===== config.mk =====
export PLATFORM = sky130hd
export DESIGN_NAME = tictactoe_board_ctrl
export DESIGN_NICKNAME = d
export VERILOG_FILES = /design/src/rtl/tictactoe_board_ctrl.sv
export SDC_FILE = /design/constraint.sdc
export NUM_CORES = 1
export LEC_CHECK = 0
export ABC_AREA = 1
export CORE_UTILIZATION = 50
export DETAILED_ROUTE_END_ITERATION = 10
export PLACE_DENSITY = 0.81
export SLEW_MARGIN = 20
export SYNTH_ARGS = -nofsm -noshare
export SYNTH_HDL_FRONTEND = slang
export SYNTH_SLANG_ARGS = --single-unit

===== constraint.sdc =====
create_clock -name CLK25 -period 2.5 [get_ports CLK25]
set_clock_uncertainty 0.1 [all_clocks]
set_input_delay 0.5 -clock CLK25 [delete_from_list [all_inputs] [get_ports CLK25]]
set_output_delay 0.5 -clock CLK25 [all_outputs]
set_load 0.1 [all_outputs]

===== src/rtl/tictactoe_board_ctrl.sv =====
// TicTacToe game-state controller: move handshake, board, sequential win/draw check, VGA render.
// Optional green win-line highlight when WIN_HILITE_EN is defined.
module tictactoe_board_ctrl #(
  parameter int unsigned BOARD_X0 = 80,
  parameter int unsigned CELL     = 160,
  parameter int unsigned LINE_W   = 4
) (
  input  logic       CLK25,
  input  logic       RST_BTN,
  input  logic       new_game,
  input  logic       move_valid,
  input  logic [3:0] move_cell,
  output logic       move_ready,
  output logic       move_err,
  output logic       turn,
  output logic [1:0] status,
  input  logic       vsync,
  input  logic       video_on,
  input  logic [9:0] x,
  input  logic [8:0] y,
  output logic [7:0] VGA_R,
  output logic [7:0] VGA_G,
  output logic [7:0] VGA_B
);

  localparam int unsigned NCELL = 9;
  localparam int unsigned BW    = 2 * NCELL;

  localparam logic [1:0] ST_PLAY = 2'b00;
  localparam logic [1:0] ST_XWIN = 2'b01;
  localparam logic [1:0] ST_OWIN = 2'b10;
  localparam logic [1:0] ST_DRAW = 2'b11;
  localparam logic [1:0] MARK_X  = 2'b01;
  localparam logic [1:0] MARK_O  = 2'b10;

  localparam logic [7:0] MARK_LO = 8'd20;
  localparam logic [7:0] MARK_HI = 8'd140;
  localparam logic [7:0] O_IN_LO = 8'd26;
  localparam logic [7:0] O_IN_HI = 8'd134;

  typedef enum logic [1:0] {S_IDLE, S_APPLY, S_CHECK, S_FINAL} state_e;

  state_e          state_q, state_d;
  logic [3:0]      cell_q, cell_d;
  logic [2:0]      line_q, line_d;
  logic [BW-1:0]   pend_q, pend_d;
  logic [BW-1:0]   disp_q, disp_d;
  logic [1:0]      status_q, status_d;
  logic            turn_q, turn_d;
  logic            err_q, err_d;
  logic            ready_q, ready_d;
  logic            vs_prev_q;
  logic [23:0]     rgb_q, rgb_d;
`ifdef WIN_HILITE_EN
  logic [NCELL-1:0] win_q, win_d;
  logic [NCELL-1:0] disp_win_q, disp_win_d;
`endif

  logic [NCELL-1:0] line_cells;
  logic [1:0]       mark;
  logic             occupied, hit, full;

  // Cells (row-major bit index) covered by each of the 8 lines, in check order.
  function automatic logic [NCELL-1:0] line_mask(input logic [2:0] idx);
    case (idx)
      3'd0:    return 9'b000_000_111;
      3'd1:    return 9'b000_111_000;
      3'd2:    return 9'b111_000_000;
      3'd3:    return 9'b001_001_001;
      3'd4:    return 9'b010_010_010;
      3'd5:    return 9'b100_100_100;
      3'd6:    return 9'b100_010_001;
      default: return 9'b001_010_100;
    endcase
  endfunction

  // Game FSM next-state and outputs.
  always_comb begin
    state_d    = state_q;
    cell_d     = cell_q;
    line_d     = line_q;
    pend_d     = pend_q;
    status_d   = status_q;
    turn_d     = turn_q;
    err_d      = 1'b0;
`ifdef WIN_HILITE_EN
    win_d      = win_q;
`endif
    line_cells = line_mask(line_q);
    mark       = turn_q ? MARK_O : MARK_X;
    occupied   = 1'b0;
    hit        = 1'b1;
    full       = 1'b1;
    for (int i = 0; i < NCELL; i++) begin
      if (cell_q == 4'(i) && pend_q[2*i +: 2] != 2'b00) occupied = 1'b1;
      if (line_cells[i] && pend_q[2*i +: 2] != mark) hit = 1'b0;
      if (pend_q[2*i +: 2] == 2'b00) full = 1'b0;
    end

    case (state_q)
      S_IDLE: begin
        if (move_valid && ready_q) begin
          state_d = S_APPLY;
          cell_d  = move_cell;
        end
      end
      S_APPLY: begin
        if (cell_q > 4'd8 || occupied) begin
          err_d   = 1'b1;
          state_d = S_IDLE;
        end else begin
          for (int i = 0; i < NCELL; i++) begin
            if (cell_q == 4'(i)) pend_d[2*i +: 2] = mark;
          end
          line_d  = 3'd0;
          state_d = S_CHECK;
        end
      end
      S_CHECK: begin
        if (hit) begin
          status_d = turn_q ? ST_OWIN : ST_XWIN;
`ifdef WIN_HILITE_EN
          win_d    = line_cells;
`endif
          state_d  = S_IDLE;
        end else if (line_q == 3'd7) begin
          state_d = S_FINAL;
        end else begin
          line_d = line_q + 3'd1;
        end
      end
      S_FINAL: begin
        if (full) status_d = ST_DRAW;
        else      turn_d   = ~turn_q;
        state_d = S_IDLE;
      end
      default: state_d = S_IDLE;
    endcase

    // Restart overrides everything, including an in-flight check or a same-cycle handshake.
    if (new_game) begin
      state_d  = S_IDLE;
      pend_d   = '0;
      status_d = ST_PLAY;
      turn_d   = 1'b0;
      err_d    = 1'b0;
`ifdef WIN_HILITE_EN
      win_d    = '0;
`endif
    end

    ready_d = (state_d == S_IDLE) && (status_d == ST_PLAY);
  end

  // Display copy refreshes only on a vsync falling edge so a frame never tears.
  always_comb begin
    disp_d = disp_q;
`ifdef WIN_HILITE_EN
    disp_win_d = disp_win_q;
`endif
    if (vs_prev_q && !vsync) begin
      disp_d = pend_q;
`ifdef WIN_HILITE_EN
      disp_win_d = win_q;
`endif
    end
  end

  logic       in_x, in_y, grid, in_mark, x_hit, o_hit, cwin;
  logic [9:0] xo;
  logic [1:0] col, row, cmark;
  logic [7:0] lx, ly, dxy;
  logic [8:0] sxy;
  logic [3:0] cidx;

  // Pixel renderer: coordinate decode by comparison, then grid/mark/background priority.
  always_comb begin
    in_x = (x >= 10'(BOARD_X0)) && (x < 10'(BOARD_X0 + 3 * CELL));
    in_y = y < 9'(3 * CELL);
    xo   = x - 10'(BOARD_X0);
    if (xo < 10'(CELL)) begin
      col = 2'd0; lx = 8'(xo);
    end else if (xo < 10'(2 * CELL)) begin
      col = 2'd1; lx = 8'(xo - 10'(CELL));
    end else begin
      col = 2'd2; lx = 8'(xo - 10'(2 * CELL));
    end
    if (y < 9'(CELL)) begin
      row = 2'd0; ly = 8'(y);
    end else if (y < 9'(2 * CELL)) begin
      row = 2'd1; ly = 8'(y - 9'(CELL));
    end else begin
      row = 2'd2; ly = 8'(y - 9'(2 * CELL));
    end
    cidx  = 4'(row) * 4'd3 + 4'(col);
    cmark = 2'b00;
    cwin  = 1'b0;
    for (int i = 0; i < NCELL; i++) begin
      if (cidx == 4'(i)) begin
        cmark = disp_q[2*i +: 2];
`ifdef WIN_HILITE_EN
        cwin  = disp_win_q[i];
`endif
      end
    end
    grid    = (col != 2'd0 && lx < 8'(LINE_W)) || (row != 2'd0 && ly < 8'(LINE_W));
    in_mark = lx >= MARK_LO && lx < MARK_HI && ly >= MARK_LO && ly < MARK_HI;
    dxy     = (lx >= ly) ? lx - ly : ly - lx;
    sxy     = {1'b0, lx} + {1'b0, ly};
    // Anti-diagonal: |lx + ly - 159| < 4, i.e. 156..162.
    x_hit   = in_mark && (dxy < 8'd4 || (sxy > 9'd155 && sxy < 9'd163));
    o_hit   = in_mark && (lx < O_IN_LO || lx >= O_IN_HI || ly < O_IN_LO || ly >= O_IN_HI);

    rgb_d = 24'h00_00_00;
    if (video_on && in_x && in_y) begin
      if (grid)                           rgb_d = 24'hFF_FF_FF;
      else if (cmark == MARK_X && x_hit)  rgb_d = 24'hFF_00_00;
      else if (cmark == MARK_O && o_hit)  rgb_d = 24'h00_00_FF;
      else if (cwin)                      rgb_d = 24'h00_40_00;
    end
  end

  always_ff @(posedge CLK25 or negedge RST_BTN) begin
    if (!RST_BTN) begin
      state_q    <= S_IDLE;
      cell_q     <= 4'd0;
      line_q     <= 3'd0;
      pend_q     <= '0;
      disp_q     <= '0;
      status_q   <= ST_PLAY;
      turn_q     <= 1'b0;
      err_q      <= 1'b0;
      ready_q    <= 1'b1;
      vs_prev_q  <= 1'b1;
      rgb_q      <= 24'h00_00_00;
`ifdef WIN_HILITE_EN
      win_q      <= '0;
      disp_win_q <= '0;
`endif
    end else begin
      state_q    <= state_d;
      cell_q     <= cell_d;
      line_q     <= line_d;
      pend_q     <= pend_d;
      disp_q     <= disp_d;
      status_q   <= status_d;
      turn_q     <= turn_d;
      err_q      <= err_d;
      ready_q    <= ready_d;
      vs_prev_q  <= vsync;
      rgb_q      <= rgb_d;
`ifdef WIN_HILITE_EN
      win_q      <= win_d;
      disp_win_q <= disp_win_d;
`endif
    end
  end

  assign move_ready = ready_q;
  assign move_err   = err_q;
  assign turn       = turn_q;
  assign status     = status_q;
  assign VGA_R      = rgb_q[23:16];
  assign VGA_G      = rgb_q[15:8];
  assign VGA_B      = rgb_q[7:0];

endmodule


==> key figures <==
Routing
  – Drt wl/cell: 13.8 um
  – TritonRoute pass-1 iters: 5
  – Remaining antenna violation count after routing: 0
  – Post-Route WL: 14.2 mm
  – 1st-iter DRT viols: 369
  – Vias post-DR: 5472
  – Via-to-Cell Ratio: 5.33
  – Post-route DRC: 0

Floorplan
  – Die span in x: 102 um
  – Die Area: 10500 um2
  – Initial Util: 51.4%
  – IO Pins: 58
  – Die H: 102 um
  – Core ar.: 9770 um2
  – Row count: 36

Worst setup path
  – Critical-path top delay cell: fa_2
  – Worst R2R Path Depth: 14
  – CP Max Fanout: 5
  – Nature of the critical path endpoint: register
  – Largest stage delay on the critical path: 0.58 ns
  – Crit path launch type: input pin
  – CP required: 2.65 ns
  – CP arrival: 3.74 ns
  – Setup Crit Path Kind: input pin to register
  – R2R Setup Slk: 0.17 ns

Finish
  – P&R area growth vs syn: 33.2%
  – Most frequent cells in the layout: nand2_1 (181), buf_4 (139), inv_1 (101)
  – Nets: 967
  – Number of fill cells in the layout: 800
  – N_diodes: 0
  – Layout cells sized above 1: 27.0%
  – Final core occ: 68.5%
  – Most common cell after layout, fill and taps aside: nand2_1

Logic synthesis
  – Mapped Area: 5020 um2
  – Simple-gate area share of the yosys netlist: 31.4%
  – Yosys warnings: 0
  – Post-Synth Adder-Cell Area: 11.7%
  – Mapped Cells: 747
  – Compound-cell area share of the yosys netlist: 14.2%
  – Largest family of logic cells by synthesized area: simple AND/OR/NAND/NOR gates
  – Mux contribution to synthesized area: 0%
  – Sequential cell area fraction in the yosys report: 26.9%
  – Yosys reg bits: 54
  – Syn_nets: 821
  – Synth cell types: 41
  – Mean Syn Cell Area: 6.72 um2
  – Post-Synth XOR/XNOR Area: 2.47%

Global routing
  – Vias in the first global route: 5178
  – GRT Overall Usage: 28.0%
  – Initial antenna violation count: 0
  – First-pass GRT wire length: 23.3 mm
  – Largest net degree at the start of global routing: 37
  – Grt total ovfl: 0

Clock network
  – Htree depth: 2
  – Reg clk slew, reported paths: 0.09 ns
  – Clock Tree Buf Depth: 2
  – CTS tree: done
  – Num CTS Buffers: 5
  – Root buffer cell: clkbuf_8
  – Clock sinks: 54
  – Worst-Skew Late Latency: 0.32 ns

Timing
  – Final hold vios: 0
  – Headroom to the max-slew limit: 60.9%
  – Tmin final: 3.59 ns
  – Worst slew pin tran: 0.586 ns
  – RSZ-0062 raised after global routing: yes
  – Fin worst setup slack: -1.09 ns
  – Fmax: 279 MHz
  – Slew Viols, Final: 0
  – Crit share post-route: 144%
  – # setup viols final: 2

Pwr
  – Clock share of power: 16.1%
  – Switching share of power: 44.5%
  – Maximum vdd drop: 0.000514 V
  – Pleak: 3.58 nW
  – Power Total: 3.86 mW
  – Net switching power: 1.72 mW
  – Comb pwr share: 56.1%
  – Flop pwr share: 27.8%
  – Int Power: 2.14 mW
  – P per Cell Area: 577 nW/um2

Run
  – Number of max-cap violations: 0

Outcome
  – Status: finished with violations
  – Violated checks: negative setup slack

Placement
  – Dpl hpwl: 10.9 mm
  – Final GP Congestion: 0.934
  – Port buffer count: 57

Hold path
  – Hold WC Path Type: input pin to asynchronous set/reset pin
==> cells in the mapped netlist <==
library cell	instances	area (um2)
nor2_1	48	180
nand2_4	3	33.8
o21bai_2	1	11.3
dfrtp_1	52	1300
nor3_1	7	35.0
nand3_4	1	17.5
o21a_1	2	15.0
clkbuf_1	4	15.0
xor2_1	10	87.6
o21bai_4	1	18.8
o21ai_1	9	45.0
inv_1	113	424
nand3_2	2	20.0
inv_4	2	12.5
ha_1	42	526
nand3_1	62	310
nand3b_1	2	15.0
nand2_2	6	37.5
or2_2	2	12.5
inv_2	7	26.3
o22ai_1	6	37.5
a21oi_1	39	195
nor2_2	2	12.5
o31ai_1	1	7.51
buf_4	22	165
o21bai_1	1	7.51
buf_2	5	25.0
xnor2_1	1	8.76
nand4_1	20	125
dfstp_2	2	52.6
o21ai_2	3	26.3
fa_1	3	60.1
nor3_2	1	10.0
xor2_4	1	27.5
o211ai_1	4	30.0
nand2_1	192	721
and3_1	2	12.5
a21o_1	2	15.0
nor2_4	2	22.5
o21ai_0	61	305
nand4_2	1	12.5
==> final cells by class <==
cell class | instances | area (um2) | area share, %
Tap cell | 133 | 166 | 2.49
Sequential cell | 54 | 1360 | 20.2
Multi-Input combinational cell | 540 | 3190 | 47.6
Clock inverter | 2 | 38.8 | 0.580
Timing Repair Buffer | 170 | 1370 | 20.4
Inverter | 122 | 494 | 7.38
Clock buffer | 6 | 82.6 | 1.23
==> worst paths after layout <==
kind	endpoint	start
max in group asynchronous	vs_prev_q$_DFF_PN1_	RST_BTN
min in group CLK25	disp_q[14]$_DFFE_PN0P_	disp_q[14]$_DFFE_PN0P_
max reg2reg	line_q[0]$_DFFE_PN0P_	line_q[0]$_DFFE_PN0P_
max	rgb_q[7]$_DFF_PN0_	x[5]
min	pend_q[11]$_DFFE_PN0P_	RST_BTN
min reg2reg	disp_q[14]$_DFFE_PN0P_	disp_q[14]$_DFFE_PN0P_
==> power groups by stage <==
stage	Combinational (mW)	Clock (mW)	Sequential (mW)
after global placement	1.93	0	1.08
after CTS	2.07	0.624	1.07
after global routing	2.39	0.657	1.09
after detailed placement	1.99	0	1.09
after floorplan	1.23	0	1.18
final	2.17	0.623	1.07
==> critical path: cells and delay by family <==
kind	cells	cell delay, ns
adders and majority gates	5	1.54
buffers and inverters	6	0.34
and+or+nand+nor	14	1.22
AOI/OAI and AO/OA	1	0.13
==> metal layers <==
metal | track usage, % | up-vias | routed length, um
met3 | 4.65 | 20 | 881
met1 | 38.2 | 2587 | 6500
li1 | - | 2672 | -
met4 | 5.60 | 0 | 140
met2 | 47.0 | 193 | 6680
met5 | 0 | - | 0
==> logic make-up after synthesis <==
logic type	count (synthesis)
compound gates	130
simple gates	353
fa+ha+maj	45
xor+xnor	12
flops	54
buf+inv	153
==> sequential cells by signal, summed over array words and instances (netlist names), 2 cells and up <==
name,count
line_q,3
disp_q,18
state_q,2
rgb_q,3
status,2
cell_q,4
pend_q,18
==> metrics by stage <==
step | hold slack [ns] | instances | instance area (um2) | TNS, ns | worst slack (ns)
floorplan | 0.104 | 747 | 5100 | -2.09 | -1.06
global placement | 0.381 | 1001 | 6290 | -4.31 | -1.80
detailed placement | 0.391 | 1001 | 6290 | -4.50 | -1.90
CTS | 0.104 | 1026 | 6650 | -2.09 | -1.06
global route | 0.121 | 1027 | 6690 | -2.47 | -1.26
finish | 0.0798 | 1027 | 6690 | -2.17 | -1.09
==> timing repair <==
action,4_1_cts,5_1_grt
setup endpoints to repair,3,6
gates resized for setup,44,27
setup buffers,17,3
pin swaps,28,26
hold buffers,0,0
(Power assumes the default switching activity.)
